`config.mk`:
```
export PLATFORM = sky130hd
export DESIGN_NAME = base_credit_tx
export DESIGN_NICKNAME = d
export VERILOG_FILES = /design/src/rtl/base_credit_pkg.sv /design/src/rtl/base_credit_cnt.sv /design/src/rtl/base_credit_tx.sv
export SDC_FILE = /design/constraint.sdc
export NUM_CORES = 1
export LEC_CHECK = 0
export BUFFER_PORTS_ARGS = -buffer_cell sky130_fd_sc_hd__buf_4
export CORE_AREA = 4 4 41 43
export CTS_CLUSTER_SIZE = 10
export DETAILED_ROUTE_END_ITERATION = 16
export DIE_AREA = 0 0 45 47
export PLACE_DENSITY = 0.54
export SLEW_MARGIN = 15
export SYNTH_ARGS = -nofsm -noshare
export SYNTH_HDL_FRONTEND = slang
export SYNTH_HIERARCHICAL = 1
export SYNTH_SLANG_ARGS = --single-unit
```
`constraint.sdc`:
```
create_clock -name clk -period 4.8 [get_ports clk]
set_clock_uncertainty 0.15 [all_clocks]
set_input_delay 0.24 -clock clk [delete_from_list [all_inputs] [get_ports clk]]
set_output_delay 0.24 -clock clk [all_outputs]
set_load 0.02 [all_outputs]
```
`src/rtl/base_credit_pkg.sv`:
```
// Shared sizing helpers for the credit-based link transmitter.
// Used by base_credit_cnt and base_credit_tx.
package base_credit_pkg;

   localparam int unsigned CR_WIDTH_MAX = 16;
   localparam int unsigned CREDITS_MAX  = 1024;

   // Bits needed to hold a count in the range 0..n inclusive.
   function automatic int unsigned cr_bits(input int unsigned n);
      return $clog2(n + 1);
   endfunction

   typedef logic [$clog2(CREDITS_MAX + 1)-1:0] cr_cnt_t;

endpackage

```
`src/rtl/base_credit_cnt.sv`:
```
// Saturating up/down credit counter: one decrement per sent beat, up to 2^cr_width-1 returns per cycle.
// BASE_CREDIT_TX_CHECK_EN enables overflow detection and saturation; otherwise the count wraps.
module base_credit_cnt
   import base_credit_pkg::*;
#(
   parameter int unsigned CREDITS  = 8,
   parameter int unsigned cr_width = 1
) (
   input  logic                         clk,
   input  logic                         reset,
   input  logic                         dec,
   input  logic [cr_width-1:0]          inc,
   output logic [cr_bits(CREDITS)-1:0]  cnt,
   output logic                         nz,
   output logic                         full,
   output logic                         ovf
);

   localparam int unsigned LOG_CR = cr_bits(CREDITS);

   logic [LOG_CR-1:0] cnt_q, cnt_d;

`ifdef BASE_CREDIT_TX_CHECK_EN
   localparam int unsigned SW = LOG_CR + cr_width + 1;

   // Wide enough that neither the decrement nor the largest return can wrap.
   logic [SW-1:0] sum;

   always_comb begin
      sum   = SW'(cnt_q) - SW'(dec) + SW'(inc);
      ovf   = (sum > SW'(CREDITS));
      cnt_d = ovf ? LOG_CR'(CREDITS) : sum[LOG_CR-1:0];
   end

   overflow_chk: assert property (@(posedge clk) disable iff (!reset) !ovf)
      else $error("base_credit_cnt: credit return overflows pool of %0d", CREDITS);
`else
   always_comb begin
      ovf   = 1'b0;
      cnt_d = cnt_q - LOG_CR'(dec) + LOG_CR'(inc);
   end
`endif

   always_ff @(posedge clk) begin
      if (!reset) begin
         cnt_q <= LOG_CR'(CREDITS);
      end else begin
         cnt_q <= cnt_d;
      end
   end

   assign cnt  = cnt_q;
   assign nz   = (cnt_q != '0);
   assign full = (cnt_q == LOG_CR'(CREDITS));

endmodule

```
`src/rtl/base_credit_tx.sv`:
```
// Credit-based link transmitter feeding a receiver FIFO that has no backpressure.
// Optional overflow checking is controlled by BASE_CREDIT_TX_CHECK_EN (see base_credit_cnt).
module base_credit_tx
   import base_credit_pkg::*;
#(
   parameter int unsigned width    = 1,
   parameter int unsigned CREDITS  = 8,
   parameter int unsigned cr_width = 1
) (
   input  logic                clk,
   input  logic                reset,
   input  logic                i_v,
   input  logic [width-1:0]    i_d,
   output logic                i_r,
   output logic                o_v,
   output logic [width-1:0]    o_d,
   input  logic [cr_width-1:0] cr_n,
   output logic                o_idle,
   output logic                o_err
);

   localparam int unsigned LOG_CR = cr_bits(CREDITS);

   logic              send;
   logic              cr_nz;
   logic              cr_full;
   logic              cr_ovf;
   logic [LOG_CR-1:0] cnt_unused;

   logic             o_v_q, o_v_d;
   logic [width-1:0] o_d_q, o_d_d;
   logic             err_q, err_d;

   base_credit_cnt #(
      .CREDITS  (CREDITS),
      .cr_width (cr_width)
   ) u_cnt (
      .clk   (clk),
      .reset (reset),
      .dec   (send),
      .inc   (cr_n),
      .cnt   (cnt_unused),
      .nz    (cr_nz),
      .full  (cr_full),
      .ovf   (cr_ovf)
   );

   // Ready comes straight from the registered count, so returns never bypass into i_r.
   assign i_r  = cr_nz;
   assign send = i_v & i_r;

   always_comb begin
      o_v_d = send;
      o_d_d = o_d_q;
      err_d = err_q | cr_ovf;
      if (send) begin
         o_d_d = i_d;
      end
   end

   always_ff @(posedge clk) begin
      if (!reset) begin
         o_v_q <= 1'b0;
         o_d_q <= '0;
         err_q <= 1'b0;
      end else begin
         o_v_q <= o_v_d;
         o_d_q <= o_d_d;
         err_q <= err_d;
      end
   end

   assign o_v    = o_v_q;
   assign o_d    = o_d_q;
   assign o_err  = err_q;
   assign o_idle = cr_full & ~o_v_q;

endmodule

```
==> results.cfg <==
[worst_setup_path]
setup.reg_to_reg.worst_slack_ns = 2.57
start_kind = flip-flop
path_delay_family = adder cells
path_max_fanout = 4
r2r_cells = 10
cpMostUsedCell = ha_1
cp-end-kind = flip-flop
max_stage_delay_ns = 0.33
timing.rr.start = u_cnt/cnt[2]$_SDFF_PN0_
arrival_ns = 2.21
crit_type = flip-flop to flip-flop
reg2reg_to = u_cnt/cnt[3]$_SDFF_PN1_
path_buf_inv = 2
crit_slowest_cell = mux2_1
crit_required_ns = 4.78
crit_chain = inv_1, ha_1, nand2_1, and2_4, ha_1, inv_1, ha_1, a21o_1, a21oi_2, mux2_1

[clock_network]
cts_max_level = 1
cts-hold-fix-buffers = 0
clkTransAtPathRegs_ns = 0.05
insertion_delay_ns = 0.24
cts_resized = 0
cts_buffers = 3
cts-root-buf = clkbuf_4
cts_buffer_depth = 2
cts_tree = yes
cts_sinks = 7
post-cts-setup-buffer-count = 0

[sta]
final_hold_viol_count = 0
setup_viol = 0
slew_viol_final = 0
final.period_utilization_pct = 46.52
hold_ws_ns = 0.08948
fin_ws_ns = 2.567
min_period_ns = 2.233
rsz0062_at_grt = no
setup_tns_ns = 0
fmax_ghz = 0.4478

[logic_synthesis]
ys_seq_area_share_pct = 35.33
synth_area_sq_um = 396.6
syn_avg_cell_area_sq_um = 9.674
synthArstFlopShare_pct = 0
ys_types = 20
ys_warn_count = 6
synth_fp_nets = 53
synth_edf_count = 0
synth_flop_cell = dfxtp_1
syn-instance-count = 41
ys_seq_elements = 7

[floorplanning]
die_w_um = 45
start_util_pct = 30.48
rows = 13
core_sq_um = 1301
ios = 10
die-area_sq_um = 2115
die_h_um = 47

[grt]
grt_pass1_vias = 253
grt_max_degree = 10
overflow = 0
grt_pass1_wl_mm = 1.021
antenna_found_initial = 0
grt_usage_pct = 7.437

[place]
place_ws_ns = 2.568
dpl_cell_area_sq_um = 475.5
dp_hpwl_um = 513
routabilityCongestion = 0.6601
placed_cells = 64
portBuffers = 9

[route]
wl_met1_um = 284
vias_per_cell = 4.191
wl_met2_um = 250
avgRoutedWirePerCell_um = 9.029
vias = 285
wl_um = 614
drc_errors = 0
highest_layer = met4
wl_met3_um = 56
drt_iter0_drc = 1
firstDrtPassIters = 2
drt.antenna.violating_nets = 0

[hold_path]
hold_class = input port to flip-flop
whs_endpoint = o_d$_SDFFE_PN0P_
min-delay-start = i_d
worstHoldPathCells = 3

[power]
sw_frac_of_total_pct = 36.47
p_comb_share_pct = 52.8
p_clk_share_pct = 18.0
leakagePower_nw = 0.2487
finalPower_uw = 290.8
ir_drop_uv = 184.0
p_switching_uw = 106.1
pwr-share-seq_pct = 29.2
p_per_area_nw_per_um2 = 579.6
internal_power_uw = 184.8

[job]
cap_violations = 0

[layout]
layout_commonest_cell = buf_4
syn_to_final_growth_pct = 26.50
post-route-cell-area_sq_um = 501.7
layout.cells.non_filler = 68
n_antenna_cell = 0
drive_gt1_share_pct = 30.19
nets = 66
final_core_util_pct = 38.56
final_cell_mix = 9 x buf_4, 7 x dfxtp_1, 6 x inv_1, 6 x ha_1, 4 x and2_1

[run_status]
outcome = completed
==> sequential cells by signal (all words and copies together), names as in the netlist <==
| name | count |
|---|---|
| o_v | 1 |
| u_cnt/cnt | 4 |
| o_err | 1 |
| o_d | 1 |
==> power by group through the flow <==
stage	Combinational, mW	Sequential (mW)	Clock, mW
5_1_grt	0.178	0.0874	0.0605
3_5_place_dp	0.156	0.0868	0
2_1_floorplan	0.115	0.0872	0
4_1_cts	0.156	0.0856	0.0537
3_3_place_gp	0.155	0.0855	0
6_report	0.153	0.0850	0.0523
==> logic make-up after synthesis <==
kind of cell	share of synthesized area [%]
other	0.9455
adders and majority gates	23.97
and+or+nand+nor	18.93
buffers and inverters	7.571
AOI/OAI and AO/OA	8.204
xor gates and xnor gates	2.209
muxes	2.839
DFF	35.33
==> synth_stat cells (3+ instances only) <==
master | n | share of area, %
and2_1 | 4 | 6.3
dfxtp_1 | 7 | 35
ha_1 | 6 | 19
inv_1 | 6 | 5.7
nand2_1 | 3 | 2.8
==> worst register-to-register path, cell delays in order, from the launching register on <==
cell and delay, ns:
dfxtp_1 0.30, inv_1 0.09, ha_1 0.15, nand2_1 0.09, and2_4 0.16, ha_1 0.28, inv_1 0.04, ha_1 0.19
a21o_1 0.19, a21oi_2 0.14, mux2_1 0.33
==> final cells by class <==
cell class,instances,area [sq um]
Clock buffer,4,26.28
Fill cell,138,799.5
Inverter,6,22.52
Multi-Input combinational cell,27,226.5
Sequential cell,7,140.1
Tap cell,15,18.77
Timing Repair Buffer,9,67.56
==> layer usage <==
| metal | track usage (%) | up-vias |
|---|---|---|
| li1 | - | 151 |
| met2 | 9.887 | 10 |
| met5 | 0 | - |
| met3 | 2.682 | 2 |
| met4 | 8.772 | 0 |
| met1 | 8.447 | 122 |
==> worst max path at each step <==
stage,start,end,slack [ns],cells past startpoint
6_report,u_cnt/cnt[2]$_SDFF_PN0_,u_cnt/cnt[3]$_SDFF_PN1_,2.57,10
2_1_floorplan,u_cnt/cnt[2]$_SDFF_PN0_,u_cnt/cnt[2]$_SDFF_PN0_,2.55,10
3_5_place_dp,u_cnt/cnt[2]$_SDFF_PN0_,u_cnt/cnt[2]$_SDFF_PN0_,2.57,10
4_1_cts,u_cnt/cnt[2]$_SDFF_PN0_,u_cnt/cnt[2]$_SDFF_PN0_,2.55,10
3_3_place_gp,u_cnt/cnt[2]$_SDFF_PN0_,u_cnt/cnt[3]$_SDFF_PN1_,2.61,10
5_1_grt,u_cnt/cnt[2]$_SDFF_PN0_,u_cnt/cnt[3]$_SDFF_PN1_,2.44,10
(Power assumes the default switching activity.)
